==> src/rtl/fb_swap_pkg.sv <==
// Shared types and constants for the framebuffer swap controller.
package fb_swap_pkg;

    typedef enum logic [1:0] {
        IDLE   = 2'd0,
        WAIT   = 2'd1,
        COMMIT = 2'd2
    } state_t;

    localparam logic [31:0] FB_ADDR_DEFAULT = 32'h01E0_0000;

endpackage

==> src/rtl/fb_swap_if.sv <==
// Valid/ready request channel carrying a new framebuffer base and its frame interval.
interface fb_swap_if;

    logic        swap_valid;
    logic        swap_ready;
    logic [31:0] swap_addr;
    logic [1:0]  swap_interval;

    modport master (
        output swap_valid,
        output swap_addr,
        output swap_interval,
        input  swap_ready
    );

    modport slave (
        input  swap_valid,
        input  swap_addr,
        input  swap_interval,
        output swap_ready
    );

endinterface

==> src/rtl/fb_swap_watchdog.sv <==
// Counts aclk cycles spent in WAIT without a frame_start; flags expiry at TIMEOUT_CYCLES-1.
module fb_swap_watchdog #(
    parameter int unsigned TIMEOUT_CYCLES = 2000000
) (
    input  logic aclk,
    input  logic reset,
    input  logic run,
    input  logic clear,
    output logic expired
);
    localparam int CNT_W = $clog2(TIMEOUT_CYCLES);
    localparam logic [CNT_W-1:0] LAST = CNT_W'(TIMEOUT_CYCLES - 1);

    logic [CNT_W-1:0] count;

    // Held at zero outside WAIT, so entering WAIT always starts from a clean count.
    always_ff @(posedge aclk) begin
        if (reset || !run || clear) begin
            count <= '0;
        end else if (count != LAST) begin
            count <= count + CNT_W'(1);
        end
    end

    assign expired = run && (count == LAST);

endmodule

==> src/rtl/fb_swap_controller.sv <==
// Double-buffer swap controller: applies a requested scan-out base after N frame starts.
// Optional watchdog on the WAIT state is enabled by defining FB_SWAP_TIMEOUT_EN.
module fb_swap_controller #(
    parameter logic [31:0] FB_ADDR_DEFAULT = fb_swap_pkg::FB_ADDR_DEFAULT,
    parameter int unsigned TIMEOUT_CYCLES  = 2000000
) (
    input  logic        aclk,
    input  logic        reset,
    fb_swap_if.slave    swap,
    input  logic        frame_start,
    output logic [31:0] fb_addr,
    output logic        swap_done,
    output logic        busy,
    output logic [15:0] frame_count,
    output logic        timeout
);
    import fb_swap_pkg::*;

    if (TIMEOUT_CYCLES < 2) begin : g_bad_timeout
        $error("fb_swap_controller: TIMEOUT_CYCLES must be >= 2");
    end

    state_t      state;
    logic [31:0] pending;
    logic [1:0]  frames_left;
    logic        handshake;
    logic        wd_expired;

    assign swap.swap_ready = (state == IDLE);
    assign busy            = (state != IDLE);
    assign handshake       = swap.swap_valid && swap.swap_ready;

    // Frame starts only count while WAITing, so a pulse in the acceptance cycle is ignored.
    always_ff @(posedge aclk) begin
        if (reset) begin
            state       <= IDLE;
            fb_addr     <= FB_ADDR_DEFAULT;
            pending     <= '0;
            frames_left <= '0;
            swap_done   <= 1'b0;
        end else begin
            swap_done <= 1'b0;
            case (state)
                IDLE: begin
                    if (handshake) begin
                        pending     <= swap.swap_addr;
                        frames_left <= swap.swap_interval;
                        state       <= (swap.swap_interval == 2'd0) ? COMMIT : WAIT;
                    end
                end
                WAIT: begin
                    if (wd_expired) begin
                        state <= COMMIT;
                    end else if (frame_start) begin
                        frames_left <= frames_left - 2'd1;
                        if (frames_left == 2'd1) begin
                            state <= COMMIT;
                        end
                    end
                end
                COMMIT: begin
                    fb_addr   <= pending;
                    swap_done <= 1'b1;
                    state     <= IDLE;
                end
                default: state <= IDLE;
            endcase
        end
    end

    always_ff @(posedge aclk) begin
        if (reset) begin
            frame_count <= '0;
        end else if (frame_start) begin
            frame_count <= frame_count + 16'd1;
        end
    end

`ifdef FB_SWAP_TIMEOUT_EN
    fb_swap_watchdog #(
        .TIMEOUT_CYCLES (TIMEOUT_CYCLES)
    ) u_watchdog (
        .aclk    (aclk),
        .reset   (reset),
        .run     (state == WAIT),
        .clear   (frame_start),
        .expired (wd_expired)
    );

    // Sticky until reset so software can see that a swap was forced.
    always_ff @(posedge aclk) begin
        if (reset) begin
            timeout <= 1'b0;
        end else if (wd_expired) begin
            timeout <= 1'b1;
        end
    end
`else
    assign wd_expired = 1'b0;
    assign timeout    = 1'b0;
`endif

endmodule
==> src/flat_wrapper.sv <==
// flat-port wrapper written by rule: the top's interface ports become plain ports
module fb_swap_controller_flat import fb_swap_pkg::*;
#(
    parameter logic [31:0] FB_ADDR_DEFAULT = fb_swap_pkg::FB_ADDR_DEFAULT,
    parameter int unsigned TIMEOUT_CYCLES  = 2000000
)
  (aclk, reset, frame_start, fb_addr, swap_done, busy, frame_count, timeout, swap_swap_valid, swap_swap_addr, swap_swap_interval, swap_swap_ready);
  fb_swap_if swap_i ();
  input  logic aclk;
  input  logic reset;
  input  logic frame_start;
  output logic [31:0] fb_addr;
  output logic swap_done;
  output logic busy;
  output logic [15:0] frame_count;
  output logic timeout;
  input wire logic [$bits(swap_i.swap_valid)-1:0] swap_swap_valid;
  input wire logic [$bits(swap_i.swap_addr)-1:0] swap_swap_addr;
  input wire logic [$bits(swap_i.swap_interval)-1:0] swap_swap_interval;
  output wire logic [$bits(swap_i.swap_ready)-1:0] swap_swap_ready;
  assign swap_i.swap_valid = swap_swap_valid;
  assign swap_i.swap_addr = swap_swap_addr;
  assign swap_i.swap_interval = swap_swap_interval;
  assign swap_swap_ready = swap_i.swap_ready;
  fb_swap_controller #(.FB_ADDR_DEFAULT(FB_ADDR_DEFAULT), .TIMEOUT_CYCLES(TIMEOUT_CYCLES)) u_core (.aclk(aclk), .reset(reset), .swap(swap_i), .frame_start(frame_start), .fb_addr(fb_addr), .swap_done(swap_done), .busy(busy), .frame_count(frame_count), .timeout(timeout));
endmodule
==> config.mk <==
export PLATFORM = sky130hd
export DESIGN_NAME = fb_swap_controller_flat
export DESIGN_NICKNAME = d
export VERILOG_FILES = /design/src/rtl/fb_swap_pkg.sv /design/src/rtl/fb_swap_if.sv /design/src/rtl/fb_swap_watchdog.sv /design/src/rtl/fb_swap_controller.sv /design/src/flat_wrapper.sv
export SDC_FILE = /design/constraint.sdc
export NUM_CORES = 1
export LEC_CHECK = 0
export ABC_AREA = 1
export CORE_MARGIN = 2
export CORE_UTILIZATION = 40
export DETAILED_ROUTE_END_ITERATION = 10
export HOLD_SLACK_MARGIN = 0.1
export PLACE_DENSITY = 0.76
export SYNTH_ARGS = -nofsm -noshare
export SYNTH_HDL_FRONTEND = slang
export SYNTH_HIERARCHICAL = 1
export SYNTH_SLANG_ARGS = --single-unit
==> constraint.sdc <==
create_clock -name aclk -period 1.3 [get_ports aclk]
set_input_delay 0.26 -clock aclk [delete_from_list [all_inputs] [get_ports aclk]]
set_output_delay 0.26 -clock aclk [all_outputs]
set_load 0.01 [all_outputs]
# Word level (Yosys, flattened, before mapping)
# Index checks and enable logic that the tools add are counted.
# totals
register_bits	85
latchBits	0
mem_bits_rw	0
mem_bits_ro	0
in_bits	38
out_inout_bits	52
wordCells	31
mem_count	0
# op_classes
addsub	2
n_mul	0
div_mod_pow	0
magnitude_cmp	0
eq_ne	6
shift	0
mux	9
n_bitwise	0
n_reduce_logical	8
# op_table
operator	n
$add 16x1->16 const B	1
$mux 2	6
$pmux 2 s2	2
$reduce_and 3->1	2
$eq 2x1->1 const B	2
$logic_not 2->1	2
$ne 2x2->1 const B	2
$reduce_bool 2->1	2
$eq 2x2->1 const B	1
$ne 2x1->1 const B	1
$reduce_and 2->1	1
$sub 2x1->2 const B	1
$logic_and 1x1->1	1
$mux 1	1

# Logic depth before layout (Yosys ltp)
# depth
word_depth	4
depth_mapped	8
depth_no_buf	8

# Least setup slack after synthesis
# OpenSTA, ideal clock, no wires.
# synth_path
kind	reg2reg
from	register u_core.frame_count[0]
to	register u_core.frame_count[8]
setup_ns	0.119
t_arrival_ns	1.145
required_time_ns	1.181
path_slack_ns	0.035
stages_incl_launch_ff	7
path_buffers	0
synth_period_minus_slack_ns	1.265
path_cell_list	dfxtp_1 > ha_1 > nand2_1 > nor2_4 > nand2_1 > o21ai_0 > a21oi_1
# synth_between
elab_chain_len	1
# synth_rtl
item	line_no	source
from (decl)	fb_swap_controller.sv:14	output logic [15:0] frame_count,
from (signal assigned)	fb_swap_controller.sv:75	frame_count <= frame_count + 16'd1;
$add 16x1->16	fb_swap_controller.sv:75	
# Every way passes these cells.
# A chain may end at the register's enable or synchronous reset.

# Worst setup path in the final report
# layout_path
from	register u_core.state[1]
to	register u_core.pending[29]
# layout_between
elab_chain_len	3
# layout_rtl
item	line_no	source
from (decl)	fb_swap_controller.sv:23	state_t state;
from (signal assigned)	fb_swap_controller.sv:48	state <= (swap.swap_interval == 2'd0) ? COMMIT : WAIT;
$logic_not 2->1 (*)	fb_swap_controller.sv:29, fb_swap_controller.sv:43	
$logic_and 1x1->1	fb_swap_controller.sv:31	assign handshake = swap.swap_valid && swap.swap_ready;
$reduce_and 2->1 (no line) (*)	-	
to (signal assigned)	fb_swap_controller.sv:46	pending <= swap.swap_addr;
to (decl)	fb_swap_controller.sv:24	logic [31:0] pending;
# Mark *: on every way between the ends. The rest lies on a longest branch, timed or not.

==> impl_metrics.yaml <==
outcome:
  status: "finished, final reports clean"
job:
  drv_cap: 0
cells_and_area:
  fin_cells: 644
  register_area_um2: 1720
  final_cell_mix: "nor2_1 (145), dfxtp_1 (73), dlygate4sd2_1 (46), nand2_1 (45), o21ai_0 (40)"
  antennaDiodeCount: 0
  nets: 574
  nFillCells: 809
  drive_above_1_share_pct: 13.0
  multi_input_area_um2: 1350
  final_common_cell: "nor2_1"
  synthToLayoutAreaGrowth_pct: 35.9
clock_tree:
  cts_tree: "done"
  htreeDepth: 3
  clock-sinks: 85
  cts_made_buffers: 9
  clk_transition_reported_paths_ps: 80
  postCtsHoldBufs: 0
  cts-root-buf: "clkbuf_8"
  clk_latency_ps: 340
  cts_buffer_depth: 2
yosys:
  synth_top_area_share_pct: 51.5
  yosysWarnings: 6
  ys_types: 31
  ys_seq_area_share_pct: 51.5
  syn-cell-area_um2: 3300
  syn_avg_cell_area_um2: 7.65
  yosys.area.top_type: "dfxtp_1"
  synth_nets: 472
  synthTopCellsByArea: "dfxtp_1 (52%), nor2_1 (16%), o21ai_0 (7.4%)"
  synthCells: 432
  ys_ff_latch: 85
hold_path:
  hold_path.class: "reg2reg"
timing:
  min_period_ps: 1260
  fin_hold_ws_ps: 455
  period_share_pct: 97.0
  hold_viol_final: 0
  rsz0062_at_grt: "yes"
  drv_slew: 0
  fmax_ghz: 0.793
  clock_skew_ps: 8.24
  finalSetupViolations: 0
floorplan:
  ioPinCount: 90
  core_area_um2: 8090
  row_count: 33
  die_height_um: 94.9
  start_util_pct: 40.8
  die_x_um: 94.9
  dieArea_um2: 9000
power:
  powerDensity_nw_per_um2: 1370
  ir_drop_v: 0.000908
  p_leak_nw: 2.12
setup_path:
  worst_setup_path_end_kind: "flop"
  path_class: "reg2reg"
  startpoint_type: "flop"
  worst-endpoint-arrival_ps: 1490
  worstPathRequired_ps: 1530
  crit_fanout: 8
detailed_routing:
  final_antenna_net_count: 0
  num_vias: 3016
  drc: 0
  wl_per_cell_um: 11.8
  routed_wl_mm: 7.63
  drtIter0Drc: 129
  via_per_inst: 4.68
  dr.pass1.iters: 4
global_routing:
  track_usage_pct: 18.1
  grt_first_pass_wirelength_mm: 12.8
  antenna_found_initial: 0
  grt_max_degree: 41
  overflow: 0
  grt_pass1_vias: 2909
placement:
  gp_congestion: 0.807
  numPortBuffers: 88
  dp.cells: 627
  hpwl_mm: 5.45
-- worst max-delay path, stage by stage, from the launching register on --
cell and delay [ps]:
dfxtp_2 340, nor2_4 130, buf_4 120, buf_4 110, nand2_4 60, buf_4 170
o21ai_0 170, nor2_1 60
-- layout make-up --
class	instances	area share, %
multi-input combinational	302	30.1
inverter	22	1.95
sequential	85	38.2
timing repair buffer	114	23.0
clock inverter	6	0.892
tap	105	2.93
clock buffer	10	2.84
-- metrics by stage --
step / util, % / area (um^2) / power [mW] / worst slack, ps / setup TNS (ps)
5_1_grt: 55.5 / 4490 / 6.55 / -26.8 / -255
3_5_place_dp: 53.9 / 4360 / 4.72 / -235 / -6520
4_1_cts: 55.3 / 4470 / 6.20 / -124 / -124
3_3_place_gp: 53.9 / 4360 / 4.68 / -202 / -5930
2_1_floorplan: - / 3300 / 4.03 / 35.2 / 0
6_report: 55.5 / 4490 / 6.14 / 39.6 / 0
-- flip-flops by register name, indices dropped and copies added (netlist names) --
register            cells
u_core/fb_addr         32
u_core/state            2
u_core/swap_done        1
u_core/frames_left      2
u_core/frame_count     16
u_core/pending         32
-- path summary, 6_finish.rpt --
path | from | slack (ps) | end | cells past startpoint
max | u_core/state[1] | 40 | u_core/pending[29] | 7
min | u_core/fb_addr[21] | 460 | u_core/fb_addr[21] | 2
max reg2reg | u_core/state[1] | 40 | u_core/pending[29] | 7
min reg2reg | u_core/fb_addr[21] | 460 | u_core/fb_addr[21] | 2
-- synth_stat cells, drive strengths merged --
cell / instances
ha: 2
a31oi: 1
buf: 19
o21ai: 67
nand2: 47
inv: 22
nand3: 15
dfxtp: 85
conb: 1
nand4: 2
a21oi: 9
nor3: 2
xor2: 2
clkbuf: 4
nor2: 151
o21bai: 1
xnor2: 1
a211oi: 1
-- repair_timing --
| item | 4_1_cts | 5_1_grt |
|---|---|---|
| resized for setup | 61 | 20 |
| endpoints found under the setup margin | 51 | 14 |
| pin swaps | 0 | 2 |
| buffers inserted | 0 | 1 |
| cloned | 0 | 0 |
-- where the power goes --
part | switching [mW] | leakage, nW | internal (mW)
Combinational | 0.797 | 1.33 | 0.638
Sequential | 0.175 | 0.702 | 2.94
Clock | 0.898 | 0.0860 | 0.691
-- logic make-up after synthesis --
family          after synthesis  share of synthesized area [%]
compound gates               79                           12.3
buf+inv                      45                           7.58
other cells                   1                          0.114
simple gates                217                           27.0
flops                        85                           51.5
xor+xnor                      3                          0.796
fa+ha+maj                     2                          0.757
-- per-layer routing --
metal	share of wire (%)	vias to the layer above	GRT usage (%)
met4	0.079	0	4.71
met2	48	77	31.1
li1	-	1573	-
met5	0	-	0
met3	6.3	2	5.59
met1	45	1364	21.9
No activity file was read; power rests on OpenSTA's default activity.
